--- config.mk ---
export PLATFORM = sky130hd
export DESIGN_NAME = fetch_stage_flat
export DESIGN_NICKNAME = d
export VERILOG_FILES = /design/src/rtl/fetch_stage_if.sv /design/src/rtl/fetch_stage.sv /design/src/flat_wrapper.sv
export SDC_FILE = /design/constraint.sdc
export NUM_CORES = 1
export LEC_CHECK = 0
export CORE_MARGIN = 8
export CORE_UTILIZATION = 54
export CTS_BUF_LIST = sky130_fd_sc_hd__clkbuf_4 sky130_fd_sc_hd__clkbuf_8
export CTS_CLUSTER_DIAMETER = 200
export CTS_CLUSTER_SIZE = 25
export DETAILED_ROUTE_END_ITERATION = 16
export PLACE_DENSITY = 0.94
export RECOVER_POWER = 25
export SYNTH_ARGS = -nofsm -noshare
export SYNTH_HDL_FRONTEND = slang
export SYNTH_SLANG_ARGS = --single-unit
export TNS_END_PERCENT = 5
--- constraint.sdc ---
create_clock -name clk -period 3.7 [get_ports clk]
set_input_delay 0.37 -clock clk [delete_from_list [all_inputs] [get_ports clk]]
set_output_delay 0.37 -clock clk [all_outputs]
set_load 0.1 [all_outputs]
--- src/rtl/fetch_stage_if.sv ---
// Instruction-fetch interface bundle: instruction-memory request/response,
// decode-side IF/ID outputs and execute-side stall/redirect controls.
interface fetch_stage_if;
  logic        imem_req;
  logic [31:0] imem_addr;
  logic        imem_rvalid;
  logic [31:0] imem_rdata;
  logic        stall;
  logic        redirect;
  logic [31:0] redirect_pc;
  logic [31:0] inst;
  logic [31:0] pc;
  logic [31:0] pc_plus4;
  logic        inst_valid;
  logic        misalign;

  modport master (
    output imem_req, imem_addr, inst, pc, pc_plus4, inst_valid, misalign,
    input  imem_rvalid, imem_rdata, stall, redirect, redirect_pc
  );

  modport slave (
    input  imem_req, imem_addr, inst, pc, pc_plus4, inst_valid, misalign,
    output imem_rvalid, imem_rdata, stall, redirect, redirect_pc
  );
endinterface

--- src/rtl/fetch_stage.sv ---
// RV32I instruction-fetch stage: single-outstanding imem requests, one-entry skid, IF/ID register.
// Optional misaligned-redirect trap enabled by defining FETCH_MISALIGN_CHK_EN.
//
// state    | meaning
// ---------+--------------------------------------------------------------
// ST_START | idle, no request (after reset, or parked on a misaligned pc)
// ST_ISSUE | drive imem_req for pc_q, advance pc_q
// ST_WAIT  | one request in flight, waiting for imem_rvalid
// ST_HOLD  | response parked in skid until decode releases stall
module fetch_stage #(
  parameter logic [31:0] RESET_PC = 32'h0000_0000
) (
  input  logic          clk,
  input  logic          rst_n,
  fetch_stage_if.master fif
);

  localparam logic [31:0] NOP = 32'h0000_0013;

  typedef enum logic [1:0] {
    ST_START = 2'd0,
    ST_ISSUE = 2'd1,
    ST_WAIT  = 2'd2,
    ST_HOLD  = 2'd3
  } state_t;

  state_t      state_q, state_d;
  logic [31:0] pc_q, pc_d;
  logic [31:0] req_pc_q, req_pc_d;
  logic [31:0] skid_inst_q, skid_inst_d;
  logic [31:0] skid_pc_q, skid_pc_d;
  logic        kill_q, kill_d;
  logic [31:0] inst_q, inst_d;
  logic [31:0] id_pc_q, id_pc_d;
  logic [31:0] id_pc4_q, id_pc4_d;
  logic        inst_valid_q, inst_valid_d;
  logic        misalign_q, misalign_d;

  logic        imem_req;
  logic        ifid_free;
  logic [31:0] rd_pc;
  logic        rd_misalign;
  state_t      rd_resume;
  state_t      kill_resume;

`ifdef FETCH_MISALIGN_CHK_EN
  assign rd_pc       = fif.redirect_pc;
  assign rd_misalign = |fif.redirect_pc[1:0];
`else
  assign rd_pc       = fif.redirect_pc & 32'hFFFF_FFFC;
  assign rd_misalign = 1'b0;
`endif

  assign ifid_free   = !inst_valid_q || !fif.stall;
  // A misaligned target parks the FSM in START until an aligned redirect arrives.
  assign rd_resume   = rd_misalign ? ST_START : ST_ISSUE;
  assign kill_resume = misalign_q  ? ST_START : ST_ISSUE;

  always_comb begin
    state_d      = state_q;
    pc_d         = pc_q;
    req_pc_d     = req_pc_q;
    skid_inst_d  = skid_inst_q;
    skid_pc_d    = skid_pc_q;
    kill_d       = kill_q;
    inst_d       = inst_q;
    id_pc_d      = id_pc_q;
    id_pc4_d     = id_pc4_q;
    inst_valid_d = inst_valid_q;
    misalign_d   = misalign_q;
    imem_req     = (state_q == ST_ISSUE);

    if (inst_valid_q && !fif.stall) begin
      inst_valid_d = 1'b0;
    end

    if (fif.redirect) begin
      pc_d         = rd_pc;
      inst_valid_d = 1'b0;
      misalign_d   = rd_misalign;
      case (state_q)
        ST_ISSUE: begin
          req_pc_d = pc_q;
          kill_d   = 1'b1;
          state_d  = ST_WAIT;
        end
        ST_WAIT: begin
          if (fif.imem_rvalid) begin
            kill_d  = 1'b0;
            state_d = rd_resume;
          end else begin
            kill_d  = 1'b1;
          end
        end
        default: begin
          state_d = rd_resume;
        end
      endcase
    end else begin
      case (state_q)
        ST_START: begin
          if (!misalign_q) begin
            state_d = ST_ISSUE;
          end
        end
        ST_ISSUE: begin
          req_pc_d = pc_q;
          pc_d     = pc_q + 32'd4;
          state_d  = ST_WAIT;
        end
        ST_WAIT: begin
          if (fif.imem_rvalid) begin
            if (kill_q) begin
              kill_d  = 1'b0;
              state_d = kill_resume;
            end else if (ifid_free) begin
              inst_d       = fif.imem_rdata;
              id_pc_d      = req_pc_q;
              id_pc4_d     = req_pc_q + 32'd4;
              inst_valid_d = 1'b1;
              state_d      = ST_ISSUE;
            end else begin
              skid_inst_d = fif.imem_rdata;
              skid_pc_d   = req_pc_q;
              state_d     = ST_HOLD;
            end
          end
        end
        ST_HOLD: begin
          if (!fif.stall) begin
            inst_d       = skid_inst_q;
            id_pc_d      = skid_pc_q;
            id_pc4_d     = skid_pc_q + 32'd4;
            inst_valid_d = 1'b1;
            state_d      = ST_ISSUE;
          end
        end
        default: begin
          state_d = ST_START;
        end
      endcase
    end
  end

  always_ff @(posedge clk or negedge rst_n) begin
    if (!rst_n) begin
      state_q      <= ST_START;
      pc_q         <= RESET_PC;
      req_pc_q     <= RESET_PC;
      skid_inst_q  <= NOP;
      skid_pc_q    <= 32'd0;
      kill_q       <= 1'b0;
      inst_q       <= NOP;
      id_pc_q      <= 32'd0;
      id_pc4_q     <= 32'd0;
      inst_valid_q <= 1'b0;
      misalign_q   <= 1'b0;
    end else begin
      state_q      <= state_d;
      pc_q         <= pc_d;
      req_pc_q     <= req_pc_d;
      skid_inst_q  <= skid_inst_d;
      skid_pc_q    <= skid_pc_d;
      kill_q       <= kill_d;
      inst_q       <= inst_d;
      id_pc_q      <= id_pc_d;
      id_pc4_q     <= id_pc4_d;
      inst_valid_q <= inst_valid_d;
      misalign_q   <= misalign_d;
    end
  end

  assign fif.imem_req   = imem_req;
  assign fif.imem_addr  = pc_q;
  assign fif.inst       = inst_q;
  assign fif.pc         = id_pc_q;
  assign fif.pc_plus4   = id_pc4_q;
  assign fif.inst_valid = inst_valid_q;
  assign fif.misalign   = misalign_q;

endmodule

--- src/flat_wrapper.sv ---
// flat-port wrapper written by rule: the top's interface ports become plain ports
module fetch_stage_flat 
#(
  parameter logic [31:0] RESET_PC = 32'h0000_0000
)
  (clk, rst_n, fif_imem_req, fif_imem_addr, fif_inst, fif_pc, fif_pc_plus4, fif_inst_valid, fif_misalign, fif_imem_rvalid, fif_imem_rdata, fif_stall, fif_redirect, fif_redirect_pc);
  fetch_stage_if fif_i ();
  input  logic clk;
  input  logic rst_n;
  output wire logic [$bits(fif_i.imem_req)-1:0] fif_imem_req;
  output wire logic [$bits(fif_i.imem_addr)-1:0] fif_imem_addr;
  output wire logic [$bits(fif_i.inst)-1:0] fif_inst;
  output wire logic [$bits(fif_i.pc)-1:0] fif_pc;
  output wire logic [$bits(fif_i.pc_plus4)-1:0] fif_pc_plus4;
  output wire logic [$bits(fif_i.inst_valid)-1:0] fif_inst_valid;
  output wire logic [$bits(fif_i.misalign)-1:0] fif_misalign;
  input wire logic [$bits(fif_i.imem_rvalid)-1:0] fif_imem_rvalid;
  input wire logic [$bits(fif_i.imem_rdata)-1:0] fif_imem_rdata;
  input wire logic [$bits(fif_i.stall)-1:0] fif_stall;
  input wire logic [$bits(fif_i.redirect)-1:0] fif_redirect;
  input wire logic [$bits(fif_i.redirect_pc)-1:0] fif_redirect_pc;
  assign fif_imem_req = fif_i.imem_req;
  assign fif_imem_addr = fif_i.imem_addr;
  assign fif_inst = fif_i.inst;
  assign fif_pc = fif_i.pc;
  assign fif_pc_plus4 = fif_i.pc_plus4;
  assign fif_inst_valid = fif_i.inst_valid;
  assign fif_misalign = fif_i.misalign;
  assign fif_i.imem_rvalid = fif_imem_rvalid;
  assign fif_i.imem_rdata = fif_imem_rdata;
  assign fif_i.stall = fif_stall;
  assign fif_i.redirect = fif_redirect;
  assign fif_i.redirect_pc = fif_redirect_pc;
  fetch_stage #(.RESET_PC(RESET_PC)) u_core (.clk(clk), .rst_n(rst_n), .fif(fif_i));
endmodule
==> results of run 1 <==
==> worst min-delay path, stage by stage <==
cell             delay (ns)
clkdlybuf4s50_1        0.39
nand2_1                0.06
o21ai_0                0.06
==> state kept, by name, indices dropped and copies added, names as in the netlist <==
| register | flops |
|---|---|
| u_core.kill_q | 1 |
| u_core.fif.inst_valid | 1 |
| u_core.fif.inst | 32 |
| u_core.req_pc_q | 30 |
| u_core.fif.pc | 30 |
| u_core.state_q | 2 |
| u_core.fif.pc_plus4 | 30 |
| u_core.skid_inst_q | 32 |
| u_core.fif.imem_addr | 30 |
| u_core.skid_pc_q | 30 |
==> routing by layer <==
metal / GRT usage (%) / part of all wire, % / routed length (um) / vias up
li1: - / - / - / 3539
met1: 27.8 / 46 / 11000 / 3650
met2: 32.3 / 46 / 11000 / 247
met3: 4.09 / 5.9 / 1410 / 37
met4: 4.10 / 1.7 / 416 / 0
met5: 0 / 0 / 0 / -
==> path summary, 6_finish.rpt <==
| check | start | to |
|---|---|---|
| worst min register to register | u_core.fif.pc_plus4[21] | u_core.fif.pc_plus4[21] |
| min in group asynchronous | rst_n | u_core.skid_inst_q[22] |
| max in group asynchronous | rst_n | u_core.fif.imem_addr[7] |
| worst max register to register | u_core.state_q[0] | u_core.fif.pc_plus4[31] |
| worst max-delay path | u_core.state_q[0] | u_core.fif.pc_plus4[31] |
| worst min-delay path | fif_redirect_pc[25] | u_core.fif.imem_addr[25] |
==> through the flow <==
step	cell area [um^2]	total power, mW
4_1_cts	12500	11.7
3_3_place_gp	12200	10.4
6_report	12500	11.6
2_1_floorplan	10200	8.87
3_5_place_dp	12200	10.6
5_1_grt	12500	12.1
==> logic make-up after synthesis <==
kind of cell | after synthesis | share of synthesized area [%]
and+or+nand+nor | 274 | 13.0
DFF | 218 | 53.8
muxes | 156 | 16.5
AOI/OAI and AO/OA | 154 | 9.00
buffers and inverters | 68 | 3.12
xor gates and xnor gates | 45 | 3.88
adders and majority gates | 5 | 0.617
other | 1 | 0.0370
==> synthesized netlist by cell type (7+ instances only) <==
cell type | count | area [um^2]
buf_2 | 10 | 50.1
nand4_1 | 19 | 119
nand3_1 | 32 | 160
nor2_1 | 16 | 60.1
xor2_1 | 28 | 245
clkbuf_1 | 34 | 128
nand3b_1 | 15 | 113
mux2i_1 | 62 | 621
buf_4 | 8 | 60.1
o21ai_0 | 103 | 515
nand2_1 | 153 | 574
xnor2_1 | 17 | 149
dfrtp_1 | 212 | 5310
inv_1 | 9 | 33.8
mux2_2 | 94 | 1060
o21a_1 | 7 | 52.6
o31ai_1 | 9 | 67.6
nor3_1 | 10 | 50.1
a21o_1 | 8 | 60.1
==> cells in the final DEF, fill, tap and decap left out, types with 3 or more instances in the layout <==
| master | n |
|---|---|
| dfrtp_1 | 212 |
| clkdlybuf4s50_1 | 187 |
| nand2_1 | 153 |
| o21ai_0 | 103 |
| mux2_2 | 94 |
| mux2i_1 | 62 |
| nand3_1 | 32 |
| xor2_1 | 28 |
| nand4_1 | 19 |
| xnor2_1 | 17 |
| nor2_1 | 16 |
| nand3b_1 | 15 |
| clkbuf_8 | 13 |
| buf_4 | 11 |
| nor3_1 | 10 |
| inv_1 | 9 |
| o31ai_1 | 9 |
| a21o_1 | 8 |
| o21a_1 | 7 |
| conb_1 | 7 |
| nand4b_1 | 6 |
| and3_1 | 6 |
| a22oi_1 | 6 |
| dfstp_2 | 6 |
| a21oi_1 | 5 |
| clkbuf_4 | 4 |
| nand2b_1 | 3 |
| a222oi_1 | 3 |
| ha_1 | 3 |
| buf_12 | 3 |
==> power groups by stage <==
stage / clock network, mW / logic (mW) / registers (mW)
3_3_place_gp: 0 / 6.80 / 3.63
5_1_grt: 1.20 / 7.21 / 3.74
6_report: 1.07 / 6.88 / 3.64
3_5_place_dp: 0 / 6.90 / 3.69
2_1_floorplan: 0 / 1.81 / 7.05
4_1_cts: 1.11 / 6.92 / 3.63
==> area by class of cell <==
| class | instances | share of cell area, % |
|---|---|---|
| clock buffers | 17 | 1.68 |
| clock inverters | 1 | 0.0703 |
| inverters | 9 | 0.271 |
| multi-input cells | 641 | 35.5 |
| flip-flops and latches | 218 | 43.8 |
| well taps | 234 | 2.35 |
| repair buffers | 204 | 16.3 |
==> what timing repair did <==
item | 4_1_cts | 5_1_grt
hold buffers | 1 | 0
endpoints found under the setup margin | 0 | 0
endpoints found under the hold margin | 106 | 0
==> metrics.txt, run 1 <==
Post-CTS Setup Inserts=0; clock latency reported for the late side of the worst-skew pair=0.51 ns; Sw Ratio=55.0%; Setup crit end kind=register; Yosys warnings=0; maximum buffer depth of the clock tree=3; port bufs=190; Rows=50; WHS Path Cells=3; Cell variety after synth=47; WP data arrival=3.49 ns; Post-Layout Cell Count=1,324; EDFF count, synth=0; Max Clock Freq=0.327 GHz; Worst Tran Pin Value=2.73 ns; fraction of layout cells with a size suffix above 1=13.3%; # resized after CTS=0; Sequential Area=5460 um^2; Pre-antenna DRT Iters=6; Synth Cell Area=10,100 um^2; period utilization=82.6%; Slew headroom=-82.0%; Die H=153 um; hold_ws=0.406 ns; FILL cells=1,408; Layout Utilization=67.1%; switching power=6.37 mW; WP depth=6; pin count of the biggest net entering global routing=109; die footprint=23,400 um^2; Multi-input gate area=4420 um^2; setup TNS=0 ns; minimum clock period=3.06 ns; Sinks on Clock Net=218; Hold Fails Final Rpt=0; DP Cell Count=1,305; grt total ovfl=0; htree depth=1; P_int=5.21 mW; number of global-route vias before repair=7,489; CTS tree=yes; clock power share=9.3%; Num CTS Buffers=12; worst reg-to-reg path cell count=6; DR vias=7,473; Worst EP required=4.13 ns; CTS Root Cell=clkbuf_8; Slew Limit Fails=107; NumNets Final=1,160; clock skew=0.0289 ns; logic gate share of total power=59.4%; family with the most delay on the worst path=compound AO/OA/AOI/OAI gates; post-DP HPWL=17,300 um; final setup vio count=0; Ant. Diodes=0; num ports=200; Seq cells post-synth=218; setup ws final=0.645 ns; PD cells=930 nW/um^2; failing checks=capacitance limit, slew limit; drt first-iter violations=402; Static Leak=5.37 nW; initial antenna violation count=0; antenna viol nets, final=0; critical path's largest stage delay=0.58 ns; drc violations=0; Buf/Inv on CP=0; vias per cell=5.64; Hold WC Path Type=input port to register; Area Growth Syn to Fin=22.8%; top_reg_cell synth=dfrtp_1; Worst VDD drop=456 uV; pre-CTS WS=0.680 ns; syn avg cell area=11.0 um^2; fraction of registers with async set/reset=100%; Critical Path Source Type=register; Reg power frac=31.4%; Initial Util=54.6%; Worst-path clk slew=0.15 ns; R2R setup slack=0.64 ns; Avg WL per Cell=18.0 um; Critical Path Fanout Max=48; core box area=18,600 um^2; DIE WIDTH=153 um; Tot GR Track Use=20.1%; register area share after synthesis=53.8%; Synth Instances=921; CP max-delay cell=ha_4; routability cong.=0.839; Total Wirelength=23,800 um; WS Path Type=register to register; first-pass GRT wire length=39,300 um; RSZ-0062 raised after global routing=false; worst path cell trace=ha_4, nand3_1, a222oi_1, nand4_1, o31a_1, o31ai_1; max-cap violations=1; status=finished with violations
Power figures use the tool's default switching activity.
==> run 2, diff against run 1 <==
CORE_UTILIZATION = 49   (was 54)
PLACE_DENSITY = 0.9   (was 0.94)
clock period = 2.5 ns   (was 3.7 ns; I/O delays follow)
==> run 2 against run 1 <==
Net effect:
- the flow now finishes without violations
- critical path depth grew 3
- non-clock buffer count rose by 16
- global-route usage is 1.5 points lower
- maximum frequency increased by 27%
- design area is 0.27% lower
- via count fell by 0.59%
- largest cell class unchanged
- highest routed layer unchanged
==> metrics.txt, run 2 (synthesis gave the netlist of run 1 again) <==
CTS Root Cell=clkbuf_8; CP max-delay cell=dfrtp_2; period utilization=95.9%; drt first-iter violations=467; WP data arrival=2.82 ns; minimum clock period=2.40 ns; grt total ovfl=0; Placed Area=12,200 um^2; Tot GR Track Use=18.6%; drc violations=0; maximum buffer depth of the clock tree=3; clock skew=0.0153 ns; Slew headroom=17.1%; pin count of the biggest net entering global routing=93; num ports=200; max-cap violations=0; NumNets Final=1,176; antenna viol nets, final=0; DIE WIDTH=160 um; Worst-path clk slew=0.15 ns; first-pass GRT wire length=39,800 um; core box area=20,300 um^2; Setup crit end kind=register; DR vias=7,429; clock latency reported for the late side of the worst-skew pair=0.51 ns; CTS tree=yes; Avg WL per Cell=17.5 um; fraction of layout cells with a size suffix above 1=26.8%; RSZ-0062 raised after global routing=false; Worst Tran Pin Value=1.24 ns; Worst EP required=2.92 ns; WS Path Type=register to register; Most common cell on crit path=buf_4; port bufs=190; htree depth=1; Initial Util=50.0%; vias per cell=5.39; Die H=160 um; cell area after layout=12,400 um^2; Hold WC Path Type=input port to register; setup ws final=0.102 ns; Rows=52; initial antenna violation count=0; worst path cell trace=ha_4, clkbuf_8, nand3b_4, a222oi_1, buf_4, nand4_1, buf_4, o31a_1, o31ai_1; final setup vio count=0; routability cong.=0.831; pre-CTS WS=0.136 ns; Pre-antenna DRT Iters=4; Sinks on Clock Net=218; die footprint=25,600 um^2; status=finished, final reports clean; Max Clock Freq=0.417 GHz; Area Growth Syn to Fin=22.5%; Post-Layout Cell Count=1,378; Slew Limit Fails=0; Critical Path Source Type=register; number of global-route vias before repair=7,461; leading cell type in the layout, fill and taps excluded=dfrtp_1; DP Cell Count=1,355; Hold Fails Final Rpt=0; most frequent cells in the layout=dfrtp_1, nand2_1, buf_4; critical path's largest stage delay=0.47 ns; setup TNS=0 ns; Critical Path Fanout Max=14; post-DP HPWL=17,700 um; Total Wirelength=24,100 um; Num CTS Buffers=12
run 2: timing repair:
item	4_1_cts	5_1_grt
buffers inserted	0	2
setup endpoints to repair	0	3
hold endpoints to repair	89	0
gates resized for setup	0	1
hold buffers	1	0
run 2: stage by stage:
stage	util, %	hold slack [ns]
5_1_grt	61.2	0.238
3_3_place_gp	60.1	0.317
4_1_cts	61.3	0.212
3_5_place_dp	60.1	0.317
2_1_floorplan	-	-0.0456
6_report	61.2	0.228
run 2: routing by layer:
metal	global-route usage [%]	share of wire [%]
met1	26.5	48
met2	28.5	45
met4	4.25	2.1
met5	0	0
met3	3.98	5.6
run 2: layout make-up:
class | count | area, um^2
Antenna cell | 1 | 2.50
Clock buffer | 18 | 216
Clock inverter | 1 | 8.76
Fill cell | 1646 | 7870
Inverter | 9 | 36.3
Multi-Input combinational cell | 641 | 4470
Sequential cell | 218 | 5470
Tap cell | 270 | 338
Timing Repair Buffer | 220 | 1890
run 2: worst paths after layout:
kind,from,to,slack (ns),cells after the start
min in group asynchronous,rst_n,u_core.fif.inst[30],0.57,2
max,u_core.state_q[1],u_core.fif.pc_plus4[29],0.10,9
max in group asynchronous,rst_n,u_core.fif.pc_plus4[12],0.46,3
min,fif_redirect,u_core.state_q[1],0.23,5
min reg2reg,u_core.fif.inst[0],u_core.fif.inst[0],0.49,2
max reg2reg,u_core.state_q[1],u_core.fif.pc_plus4[29],0.10,9
run 2: worst max-delay path, delay by kind of cell (launching register included):
kind / cells / cell delay, ns
compound gates: 3 / 0.83
buf+inv: 3 / 0.56
flops: 1 / 0.47
simple gates: 2 / 0.28
fa+ha+maj: 1 / 0.18
Power of run 2 is left out: the tool's default activity adds up to more than one toggle a clock period on the data nets, which glitch-free logic cannot reach.
==> run 3, diff against run 2 <==
CORE_UTILIZATION = 30   (was 49)
PLACE_DENSITY = 0.64   (was 0.9)
==> run 3 against run 2 <==
Net effect:
- first-iteration DRC count is 22% lower
- critical path depth stayed put
- clock skew is 0.0014 ns higher
- routed wire length is 11% higher
- count of clock-buffer cells in the layout is 3 lower
- non-clock buffer count is 8 higher
- sequential share of layout area is 0.94 points lower
- core utilization is 23 points lower
- critical endpoint is now u_core.fif.pc_plus4[22]
- largest cell class unchanged
==> metrics.txt, run 3 (synthesis gave the netlist of run 1 again) <==
antenna viol nets, final=0; logic gate share of total power=59.4%; DR vias=7,374; number of global-route vias before repair=7,083; clock skew=0.0166 ns; minimum clock period=2.37 ns; Hold WC Path Type=input port to register; Sinks on Clock Net=218; CTS tree=yes; Critical Path Source Type=register; Post-Layout Cell Count=1,560; drt first-iter violations=364; first-pass GRT wire length=41,100 um; Avg WL per Cell=17.2 um; core box area=33,400 um^2; routability cong.=0.804; RSZ-0062 raised after global routing=false; Die H=200 um; Reg power frac=31.3%; Setup crit end kind=register; DP Cell Count=1,541; FILL cells=3,304; Rows=67; most frequent cells in the layout=dfrtp_1, nand2_1, buf_4; DIE WIDTH=200 um; Tot GR Track Use=12.9%; WS Path Type=register to register; Slew Limit Fails=0; pin count of the biggest net entering global routing=70; Buf/Inv on CP=2; WP data arrival=2.81 ns; Multi-input gate area=4470 um^2; max-cap violations=0; CP max-delay cell=dfrtp_1; Area Growth Syn to Fin=25.2%; Critical Path Fanout Max=11; Ant. Diodes=0; Most common cell on crit path=ha_4; Total Wirelength=26,800 um; Worst Tran Pin Value=1.18 ns; Hold Fails Final Rpt=0; leading cell type in the layout, fill and taps excluded=dfrtp_1; CTS Root Cell=clkbuf_8; Placed Area=12,500 um^2; Worst VDD drop=793 uV; maximum buffer depth of the clock tree=3; vias per cell=4.73; critical path's largest stage delay=0.44 ns; status=finished, final reports clean; post-DP HPWL=20,000 um; period utilization=94.9%; Sequential Area=5470 um^2; Sw Ratio=55.8%; die footprint=40,000 um^2; Max Clock Freq=0.421 GHz; num ports=200; family with the most delay on the worst path=compound AO/OA/AOI/OAI gates; P_int=7.65 mW; Num CTS Buffers=12; switching power=9.67 mW; PD cells=1360 nW/um^2; initial antenna violation count=1; Pre-antenna DRT Iters=4; NumNets Final=1,184; Initial Util=30.3%; drc violations=0; cell area after layout=12,700 um^2; Static Leak=5.65 nW; clock power share=9.3%; clock latency reported for the late side of the worst-skew pair=0.53 ns; final setup vio count=0; Worst EP required=2.93 ns; Slew headroom=21.7%; worst path cell trace=ha_4, buf_12, mux2_2, ha_4, inv_4, a211oi_4, nand4_2, o21a_1, o31ai_1; port bufs=190; grt total ovfl=0; fraction of layout cells with a size suffix above 1=27.1%; Worst-path clk slew=0.15 ns; htree depth=1
-- run 3: power groups by stage --
| stage | registers, mW | logic (mW) | clock network, mW |
|---|---|---|---|
| after floorplan | 10.4 | 2.78 | 0 |
| after global placement | 5.47 | 10.2 | 0 |
| after detailed placement | 5.52 | 10.3 | 0 |
| after CTS | 5.44 | 10.3 | 1.75 |
| after global routing | 5.58 | 10.8 | 1.85 |
| final | 5.42 | 10.3 | 1.62 |
-- run 3: final cells by class --
class / instances / area share (%)
flip-flops and latches: 218 / 43.1
multi-input cells: 641 / 35.2
repair buffers: 228 / 15.5
well taps: 448 / 4.41
clock buffers: 15 / 1.53
inverters: 9 / 0.286
clock inverters: 1 / 0.0690
-- run 3: worst paths after layout --
kind | from | endpoint | slack [ns] | depth (start not counted)
min | fif_redirect | u_core.kill_q | 0.07 | 3
max | u_core.state_q[0] | u_core.fif.pc_plus4[22] | 0.13 | 9
min in group asynchronous | rst_n | u_core.fif.inst[16] | 0.25 | 2
max in group asynchronous | rst_n | u_core.fif.inst[17] | 0.69 | 3
min reg2reg | u_core.fif.inst[0] | u_core.fif.inst[0] | 0.49 | 2
max reg2reg | u_core.state_q[0] | u_core.fif.pc_plus4[22] | 0.13 | 9
-- run 3: worst reg2reg max path: cells and delay by family, from the launching register on --
kind / cells / cell delay, ns
simple gates: 1 / 0.26
buf+inv: 2 / 0.20
compound gates: 3 / 0.78
flops: 1 / 0.44
fa+ha+maj: 2 / 0.34
mux: 1 / 0.27
-- run 3: layer usage --
layer | track usage (%) | part of all wire (%) | vias up
met1 | 19.3 | 50 | 3576
met2 | 19.4 | 43 | 176
met3 | 2.46 | 5.2 | 20
met5 | 0 | 0.049 | -
met4 | 2.32 | 1.2 | 2
li1 | - | - | 3600
-- run 3: repair_timing --
item	CTS	global route
pin swaps	0	1
resized for setup	1	0
buffers inserted	0	2
endpoints found under the setup margin	1	5
hold buffers	1	0
endpoints found under the hold margin	65	0
-- run 3: per-stage QoR --
step	utilization (%)	hold WS [ns]	setup WS [ns]	setup TNS, ns	total power [mW]
after floorplan	-	-0.0456	-0.00158	-0.00473	13.2
after CTS	38.0	0.00740	0.0710	0	17.5
after global placement	37.4	0.258	0.197	0	15.7
after detailed placement	37.4	0.273	0.157	0	15.8
final	38.0	0.0717	0.127	0	17.3
after global routing	38.0	0.0501	0.00225	0	18.2
